$ cat config.mk
export PLATFORM = sky130hd
export DESIGN_NAME = mc14500_seq_core_flat
export DESIGN_NICKNAME = d
export VERILOG_FILES = /design/src/rtl/mc14500_seq_core_if.sv /design/src/rtl/mc14500_seq_core.sv /design/src/flat_wrapper.sv
export SDC_FILE = /design/constraint.sdc
export NUM_CORES = 1
export LEC_CHECK = 0
export CELL_PAD_IN_SITES_DETAIL_PLACEMENT = 1
export CELL_PAD_IN_SITES_GLOBAL_PLACEMENT = 1
export CORE_ASPECT_RATIO = 0.7
export CORE_MARGIN = 2
export CORE_UTILIZATION = 44
export CTS_BUF_LIST = sky130_fd_sc_hd__clkbuf_4
export DETAILED_ROUTE_END_ITERATION = 7
export PLACE_DENSITY = 0.79
export SYNTH_ARGS = -nofsm -noshare
export SYNTH_HDL_FRONTEND = slang
export SYNTH_SLANG_ARGS = --single-unit
export TNS_END_PERCENT = 1
$ cat constraint.sdc
create_clock -name clk -period 3 [get_ports clk]
set_input_delay 0.45 -clock clk [delete_from_list [all_inputs] [get_ports clk]]
set_output_delay 0.45 -clock clk [all_outputs]
set_load 0.02 [all_outputs]
$ cat src/rtl/mc14500_seq_core_if.sv
// Program-ROM bus between the MC14500 sequential core (master) and a synchronous ROM (slave).
interface mc14500_seq_core_if #(
    parameter int unsigned ADDR_WIDTH = 8
) ();
    logic [ADDR_WIDTH-1:0] prog_addr;
    logic [ADDR_WIDTH+3:0] prog_data;

    modport master (output prog_addr, input prog_data);
    modport slave  (input prog_addr, output prog_data);
endinterface

$ cat src/rtl/mc14500_seq_core.sv
// Single-clock MC14500B-compatible sequencer: 2-cycle fetch/execute over a synchronous
// program ROM, with return stack, SKZ/RTN skipping and memory-mapped I/O and scratch bits.
module mc14500_seq_core #(
    parameter int unsigned ADDR_WIDTH   = 8,
    parameter int unsigned INPUT_SIZE   = 5,
    parameter int unsigned OUTPUT_SIZE  = 5,
    parameter int unsigned SCRATCH_SIZE = 16,
    parameter int unsigned STACK_DEPTH  = 4
) (
    input  logic                   clk,
    input  logic                   reset,
    input  logic                   run,
    mc14500_seq_core_if.master     prog,
    input  logic [INPUT_SIZE-1:0]  input_pins,
    output logic [OUTPUT_SIZE-1:0] output_pins,
    output logic                   flag_o,
    output logic                   flag_f,
    output logic                   jmp_o,
    output logic                   rtn_o,
    output logic                   stack_err,
    output logic                   rr_out
);

    localparam int unsigned OUT_BASE = INPUT_SIZE;
    localparam int unsigned SCR_BASE = INPUT_SIZE + OUTPUT_SIZE;
    localparam int unsigned SPW      = $clog2(STACK_DEPTH + 1);

    localparam logic [1:0] IDLE  = 2'd0;
    localparam logic [1:0] FETCH = 2'd1;
    localparam logic [1:0] EXEC  = 2'd2;

    localparam logic [3:0] OP_NOPO = 4'h0;
    localparam logic [3:0] OP_LD   = 4'h1;
    localparam logic [3:0] OP_LDC  = 4'h2;
    localparam logic [3:0] OP_AND  = 4'h3;
    localparam logic [3:0] OP_ANDC = 4'h4;
    localparam logic [3:0] OP_OR   = 4'h5;
    localparam logic [3:0] OP_ORC  = 4'h6;
    localparam logic [3:0] OP_XNOR = 4'h7;
    localparam logic [3:0] OP_STO  = 4'h8;
    localparam logic [3:0] OP_STOC = 4'h9;
    localparam logic [3:0] OP_IEN  = 4'hA;
    localparam logic [3:0] OP_OEN  = 4'hB;
    localparam logic [3:0] OP_JMP  = 4'hC;
    localparam logic [3:0] OP_RTN  = 4'hD;
    localparam logic [3:0] OP_SKZ  = 4'hE;
    localparam logic [3:0] OP_NOPF = 4'hF;

    logic [1:0]              state;
    logic [ADDR_WIDTH-1:0]   pc;
    logic [ADDR_WIDTH-1:0]   pc_inc;
    logic                    rr, ien, oen, skip;
    logic [SPW-1:0]          sp;
    // Sized to the full SP range so SP indexes it without truncation; only STACK_DEPTH entries are used.
    logic [ADDR_WIDTH-1:0]   stack [2**SPW];
    logic [INPUT_SIZE-1:0]   sync1, sync2;
    logic [OUTPUT_SIZE-1:0]  out_latch;
    logic [SCRATCH_SIZE-1:0] scratch;

    logic [3:0]              opcode;
    logic [ADDR_WIDTH-1:0]   iaddr;
    logic                    d, di, rr_n, wval, do_store;

    assign opcode      = prog.prog_data[ADDR_WIDTH+3:ADDR_WIDTH];
    assign iaddr       = prog.prog_data[ADDR_WIDTH-1:0];
    assign pc_inc      = pc + ADDR_WIDTH'(1);
    assign prog.prog_addr = pc;
    assign output_pins = out_latch;
    assign rr_out      = rr;

    always_comb begin
        d = 1'b0;
        for (int unsigned i = 0; i < INPUT_SIZE; i++)
            if (iaddr == ADDR_WIDTH'(i)) d = sync2[i];
        for (int unsigned i = 0; i < OUTPUT_SIZE; i++)
            if (iaddr == ADDR_WIDTH'(OUT_BASE + i)) d = out_latch[i];
        for (int unsigned i = 0; i < SCRATCH_SIZE; i++)
            if (iaddr == ADDR_WIDTH'(SCR_BASE + i)) d = scratch[i];
        if (iaddr == '1) d = rr;
    end

    assign di       = d & ien;
    assign wval     = (opcode == OP_STOC) ? ~rr : rr;
    assign do_store = oen && (opcode == OP_STO || opcode == OP_STOC);

    always_comb begin
        rr_n = rr;
        case (opcode)
            OP_LD:   rr_n = di;
            OP_LDC:  rr_n = ~di;
            OP_AND:  rr_n = rr & di;
            OP_ANDC: rr_n = rr & ~di;
            OP_OR:   rr_n = rr | di;
            OP_ORC:  rr_n = rr | ~di;
            OP_XNOR: rr_n = ~(rr ^ di);
            OP_STO, OP_STOC: if (do_store && iaddr == '1) rr_n = wval;
            default: rr_n = rr;
        endcase
    end

    always_ff @(posedge clk or negedge reset) begin
        if (!reset) begin
            sync1 <= '0;
            sync2 <= '0;
        end else begin
            sync1 <= input_pins;
            sync2 <= sync1;
        end
    end

    always_ff @(posedge clk or negedge reset) begin
        if (!reset) begin
            state     <= IDLE;
            pc        <= '0;
            rr        <= 1'b0;
            ien       <= 1'b1;
            oen       <= 1'b1;
            skip      <= 1'b0;
            sp        <= '0;
            out_latch <= '0;
            scratch   <= '0;
            stack_err <= 1'b0;
            flag_o    <= 1'b0;
            flag_f    <= 1'b0;
            jmp_o     <= 1'b0;
            rtn_o     <= 1'b0;
            for (int unsigned i = 0; i < 2**SPW; i++) stack[i] <= '0;
        end else begin
            flag_o <= 1'b0;
            flag_f <= 1'b0;
            jmp_o  <= 1'b0;
            rtn_o  <= 1'b0;
            case (state)
                IDLE:  if (run) state <= FETCH;
                FETCH: state <= EXEC;
                EXEC: begin
                    state <= run ? FETCH : IDLE;
                    pc    <= pc_inc;
                    if (skip) begin
                        skip <= 1'b0;
                    end else begin
                        rr <= rr_n;
                        for (int unsigned i = 0; i < OUTPUT_SIZE; i++)
                            if (do_store && iaddr == ADDR_WIDTH'(OUT_BASE + i)) out_latch[i] <= wval;
                        for (int unsigned i = 0; i < SCRATCH_SIZE; i++)
                            if (do_store && iaddr == ADDR_WIDTH'(SCR_BASE + i)) scratch[i] <= wval;
                        case (opcode)
                            OP_IEN:  ien <= d;
                            OP_OEN:  oen <= d;
                            OP_JMP: begin
                                jmp_o <= 1'b1;
                                pc    <= iaddr;
                                if (sp == SPW'(STACK_DEPTH)) begin
                                    stack_err <= 1'b1;
                                end else begin
                                    stack[sp] <= pc_inc;
                                    sp        <= sp + SPW'(1);
                                end
                            end
                            OP_RTN: begin
                                rtn_o <= 1'b1;
                                if (sp == '0) begin
                                    stack_err <= 1'b1;
                                end else begin
                                    pc   <= stack[sp - SPW'(1)];
                                    sp   <= sp - SPW'(1);
                                    skip <= 1'b1;
                                end
                            end
                            OP_SKZ:  if (!rr) skip <= 1'b1;
                            OP_NOPO: flag_o <= 1'b1;
                            OP_NOPF: flag_f <= 1'b1;
                            default: ;
                        endcase
                    end
                end
                default: state <= IDLE;
            endcase
        end
    end

endmodule

$ cat src/flat_wrapper.sv
// flat-port wrapper written by rule: the top's interface ports become plain ports
module mc14500_seq_core_flat 
#(
    parameter int unsigned ADDR_WIDTH   = 8,
    parameter int unsigned INPUT_SIZE   = 5,
    parameter int unsigned OUTPUT_SIZE  = 5,
    parameter int unsigned SCRATCH_SIZE = 16,
    parameter int unsigned STACK_DEPTH  = 4
)
  (clk, reset, run, input_pins, output_pins, flag_o, flag_f, jmp_o, rtn_o, stack_err, rr_out, prog_prog_addr, prog_prog_data);
  mc14500_seq_core_if #(.ADDR_WIDTH(ADDR_WIDTH)) prog_i ();
  input  logic clk;
  input  logic reset;
  input  logic run;
  input  logic [INPUT_SIZE-1:0] input_pins;
  output logic [OUTPUT_SIZE-1:0] output_pins;
  output logic flag_o;
  output logic flag_f;
  output logic jmp_o;
  output logic rtn_o;
  output logic stack_err;
  output logic rr_out;
  output wire logic [$bits(prog_i.prog_addr)-1:0] prog_prog_addr;
  input wire logic [$bits(prog_i.prog_data)-1:0] prog_prog_data;
  assign prog_prog_addr = prog_i.prog_addr;
  assign prog_i.prog_data = prog_prog_data;
  mc14500_seq_core #(.ADDR_WIDTH(ADDR_WIDTH), .INPUT_SIZE(INPUT_SIZE), .OUTPUT_SIZE(OUTPUT_SIZE), .SCRATCH_SIZE(SCRATCH_SIZE), .STACK_DEPTH(STACK_DEPTH)) u_core (.clk(clk), .reset(reset), .run(run), .prog(prog_i), .input_pins(input_pins), .output_pins(output_pins), .flag_o(flag_o), .flag_f(flag_f), .jmp_o(jmp_o), .rtn_o(rtn_o), .stack_err(stack_err), .rr_out(rr_out));
endmodule
[Word-level counts from Yosys, hierarchy flattened]
Cells that the tools add are included.
Storage, ports and cells
  input port bits: 20
  register bits: 117
  output and inout port bits: 19
  logic and storage cells: 235
Operators by class
  bitwise logic cells: 13
  $lt $le $gt $ge: 3
  equal/unequal tests: 50
  $add $sub $neg: 3
  reductions and logical operators: 59
  muxes and demuxes: 64
Operators by type and width (number)
  == test 8 x 5 -> 1 bit (second input constant): 10
  AND reduction 3 bit: 23
  bitwise mux 64 bit: 1
  == test 8 x 4 -> 1 bit (second input constant): 8
  2-to-1 mux 1 bit: 47
  2-to-1 mux 8 bit: 5
  == test 4 bit (second input constant): 8
  == test 8 x 3 -> 1 bit (second input constant): 4
  binary-select mux 8 bit (select 3 bit): 1
  demux 8 bit (select 3 bit): 1
  logical AND 1 bit: 24
  == test 4 x 3 -> 1 bit (second input constant): 4
  == test 8 x 2 -> 1 bit (second input constant): 2
  case mux 8 bit (2 select lines): 1
  AND reduction 5 bit: 2
  adder 8 x 1 -> 8 bit (second input constant): 1
  == test 4 x 2 -> 1 bit (second input constant): 2
  == test 8 x 1 -> 1 bit (second input constant): 1
  == test 8 bit (second input constant): 1
  greater-or-equal comparator 4 bit (second input constant): 2
  logical NOT 8 bit: 1
  inverter 3 -> 4 bit: 2
  case mux 1 bit (8 select lines): 1
  AND reduction 4 bit: 2
  other kinds (25): 38

[Logic depth before layout (Yosys ltp)]
  depth after elaboration: 32
  gate-level depth with buffers: 12
  mapped depth without buffers: 9

[Worst setup path before layout]
OpenSTA, ideal clock, no wires.
  kind: register -> register
  start: register u_core.sp[0]
  end: register u_core.pc[5], in the netlist u_core.prog.prog_addr[5]
  required time: 2.865 ns
  clock period less this slack: 2.843 ns
  slack: 0.157 ns
  setup time: 0.135 ns
  path buffers: 4
  arrival: 2.708 ns
  cell stages (with the launch flop): 12
  cell sequence: dfrtp_1 -> buf_2 -> buf_2 -> inv_1 -> ha_1 -> clkbuf_1 -> clkbuf_1 -> mux4_2 -> mux2i_1 -> o21ai_0 -> a21oi_1 -> o22ai_1
Between the ends
  word-level cells in the longest chain between the ends: 8
  elaborated cells between the ends (all ways): 9
  those cells by class: add/sub: 1; mux: 6; bitwise: 1; reduce/logical: 1
RTL lines
  from (decl): line mc14500_seq_core.sv:53  | logic [SPW-1:0] sp;
  from (signal assigned): line mc14500_seq_core.sv:157  | sp <= sp + SPW'(1);
  from (signal assigned): line mc14500_seq_core.sv:166  | sp <= sp - SPW'(1);
  subtractor 3 x 1 -> 3 bit: line mc14500_seq_core.sv:165  | pc <= stack[sp - SPW'(1)];
  inverter 3 -> 4 bit (not written as such): line mc14500_seq_core.sv:165
  binary-select mux 8 bit (select 3 bit): line mc14500_seq_core.sv:165
  2-to-1 mux 8 bit (not written as such) (2 in a row): line mc14500_seq_core.sv:165
  2-to-1 mux 8 bit *: line mc14500_seq_core.sv:162  | if (sp == '0) begin
  case mux 8 bit (2 select lines) *: line mc14500_seq_core.sv:147  | case (opcode)
  2-to-1 mux 8 bit *: line mc14500_seq_core.sv:139  | if (skip) begin
  to (signal assigned): line mc14500_seq_core.sv:138  | pc <= pc_inc;
  to (signal assigned): line mc14500_seq_core.sv:152  | pc <= iaddr;
  to (signal assigned): line mc14500_seq_core.sv:165
  to (decl): line mc14500_seq_core.sv:50  | logic [ADDR_WIDTH-1:0] pc;
Every way passes the cells marked *; elsewhere a longest branch is shown, timed or not. The select of a mux whose other input is x is not followed.
A chain may end at the register's enable or synchronous reset.

[Final worst setup path]
  start: register u_core.sp[1]
  end: register u_core.pc[5], in the netlist u_core.prog.prog_addr[5]
The elaborated chain is that of the path after synthesis.

==> flow_summary.json <==
{
  "avgSynthCellArea_sq_um": 10.0,
  "syn_nets": 598,
  "synth_area_leaders": "dfrtp_1, mux4_2, o21ai_0",
  "crit_start": "u_core.sp[1]",
  "regToRegStartpoint": "u_core.sp[1]",
  "grt_start_max_net_pins": 66,
  "hold_buffers": 1,
  "post-cts-setup-buffers": 0,
  "path_buf_inv": 2,
  "vias_per_cell": 5.83,
  "layout_common_cells": "dfrtp_1, nand2_1, o21ai_0",
  "area_delta_synth_final_pct": 18.3,
  "synth-edff-count": 0,
  "nFillCells": 1392,
  "cp.arrival_ps": 2990,
  "synth_compound_area_frac": 0.136,
  "cts_buffers": 17,
  "max_freq_ghz": 0.390,
  "worstPathRequired_ps": 3420,
  "yosysUniqueCellTypes": 64,
  "portBuffers": 38,
  "grt_pass1_wl_mm": 27.1,
  "netlist.area_leader.share": 0.499,
  "path_depth": 8,
  "power.leakage_nw": 2.96,
  "relSlewSlack": 0.418,
  "rrSetupSlack_ps": 430,
  "dpl.hpwl_mm": 12.0,
  "crit_fanout": 8,
  "core_sq_um": 12600,
  "cp_slowest_cell": "ha_1",
  "status": "finished, final reports clean",
  "ys.warnings.count": 0,
  "via_count": 4768,
  "antenna_found_initial": 0,
  "clk_path_buf_depth": 2,
  "crit_path_cell_trace": "inv_1 -> ha_1 -> buf_4 -> mux4_2 -> mux2i_1 -> o21ai_0 -> a21oi_1 -> o22ai_1",
  "slew_violations": 0,
  "synthMuxAreaShare": 0.112,
  "tightest_slew_ps": 867,
  "synth_top_family_by_area": "simple AND/OR/NAND/NOR gates",
  "fin_setup_tns_ps": 0,
  "layout.cells.non_filler": 818,
  "wirelength_mm": 16.3,
  "drtIter0Drc": 316,
  "cts_tree": "done",
  "synth-adder-area-share": 0.00868,
  "start_util": 0.458,
  "num_rows": 34,
  "place.gp.congestion": 0.858,
  "route.detailed.drc": 0,
  "syn_inst": 574,
  "drt-pass1-iter-count": 4,
  "overflow": 0,
  "dieArea_sq_um": 14100,
  "start_kind": "register",
  "power_density_nw_per_um2": 664,
  "detail_route.wl_per_cell_um": 20.0,
  "die_x_um": 141,
  "syn_area_sq_um": 5770,
  "final_util": 0.542,
  "diodes": 0,
  "ir_drop_mv": 0.261,
  "post_cts_resized": 0,
  "crit_type": "reg -> reg",
  "fin_crit_sh": 0.855,
  "maxCapViolCount": 0,
  "clockRootBuffer": "clkbuf_4",
  "synth_xor_area_frac": 0.0182,
  "final_common_cell": "dfrtp_1",
  "cts_sinks": 117,
  "crit_end": "u_core.prog.prog_addr[5]",
  "nNetsFinal": 668,
  "path_delay_family": "adder cells",
  "path_clk_slew_ps": 120,
  "grt_pass1_vias": 5072,
  "async_reset_ff_frac": 1.00,
  "drive_gt1_frac": 0.172,
  "clock_skew_ps": 16.6,
  "cpPeakStageDelay_ps": 560,
  "synth_area_leader_cell": "dfrtp_1",
  "synthSimpleGateAreaFrac": 0.188,
  "ys_ff_latch": 117,
  "r2r_end": "u_core.prog.prog_addr[5]",
  "setup_viol": 0,
  "track_usage": 0.250,
  "die_h_um": 99.8,
  "cts_htree_levels": 4,
  "rr_worst_depth": 8,
  "grt_setup_unrepaired": "no",
  "ys_seq_area_frac": 0.508,
  "period_minus_slack_ps": 2570,
  "hold_viol": 0,
  "place_inst": 786,
  "synth-main-ff-cell": "dfrtp_1",
  "io_pins": 39,
  "critPathCaptureType": "register",
  "insertion_delay_ps": 530,
  "hold_class": "in -> reg",
  "drt.antenna.violating_nets": 0
}
==> per-layer routing <==
metal / vias up / share of wire / global-route usage
met2: 144 / 0.45 / 0.378
met5: - / 0 / 0
met1: 2437 / 0.49 / 0.366
li1: 2172 / - / -
met3: 15 / 0.052 / 0.0577
met4: 0 / 0.014 / 0.0700
==> registers in the layout, summed over array words and instances, names as in the netlist <==
name                   count
u_core.stack              64
u_core.scratch            16
u_core.prog.prog_addr      8
u_core.output_pins         5
u_core.sync1               5
u_core.sync2               5
u_core.sp                  3
u_core.state               2
u_core.flag_f              1
u_core.flag_o              1
u_core.ien                 1
u_core.jmp_o               1
u_core.oen                 1
u_core.rr_out              1
u_core.rtn_o               1
u_core.skip                1
u_core.stack_err           1
==> layout make-up <==
type                    instances  area (sq um)  share of cell area
repair buffers                 80           708               0.104
inverters                      14          52.6             0.00770
clock inverters                14           136              0.0200
clock buffers                  17           128              0.0187
well taps                     162           203              0.0297
flip-flops and latches        117          2930               0.430
multi-input cells             414          2660               0.390
==> metrics by stage <==
step | instance area, sq um | setup WS (ps) | total power, mW | hold WS [ps]
finish | 6820 | 434 | 4.53 | 349
global route | 6820 | 294 | 4.80 | 295
CTS | 6820 | 433 | 4.56 | 312
detailed placement | 6550 | 108 | 3.44 | 336
global placement | 6550 | 210 | 3.37 | 332
floorplan | 5770 | 157 | 2.81 | 154
==> synth_stat cells (all sizes together), types with 3 or more instances <==
library cell	n
o211ai	3
nand4	5
and2	5
a21oi	39
mux2	11
clkbuf	21
nand3	13
a21o	4
nand2	87
nor2b	8
buf	8
dfrtp	115
mux2i	16
and3	3
o21ai	67
nor3	15
mux4	16
or4b	3
inv	14
nor4b	3
nor2	58
xor2	4
xnor2	8
nand2b	6
ha	4
==> worst min-delay path by stage <==
stage                     from              end  slack (ps)  cells after the start
4_1_cts          input_pins[2]  u_core.sync1[2]         310                      1
5_1_grt          input_pins[0]  u_core.sync1[0]         300                      1
3_3_place_gp   u_core.sync1[1]  u_core.sync2[1]         330                      0
3_5_place_dp   u_core.sync1[3]  u_core.sync2[3]         340                      0
2_1_floorplan            reset    u_core.flag_f         150                      0
6_report         input_pins[2]  u_core.sync1[2]         350                      1
==> power breakdown <==
group	internal [mW]	switching (mW)	total, mW
clock	0.483	0.633	1.12
sequential	1.74	0.184	1.93
combinational	0.642	0.842	1.48
==> cell families (layout without fill, tap and decap cells) <==
group | Yosys count | count (layout)
compound gates | 134 | 134
buf+inv | 43 | 125
xor+xnor | 12 | 12
fa+ha+maj | 4 | 4
simple gates | 221 | 221
flops | 117 | 117
mux | 43 | 43
No activity file was read; power rests on OpenSTA's default activity.
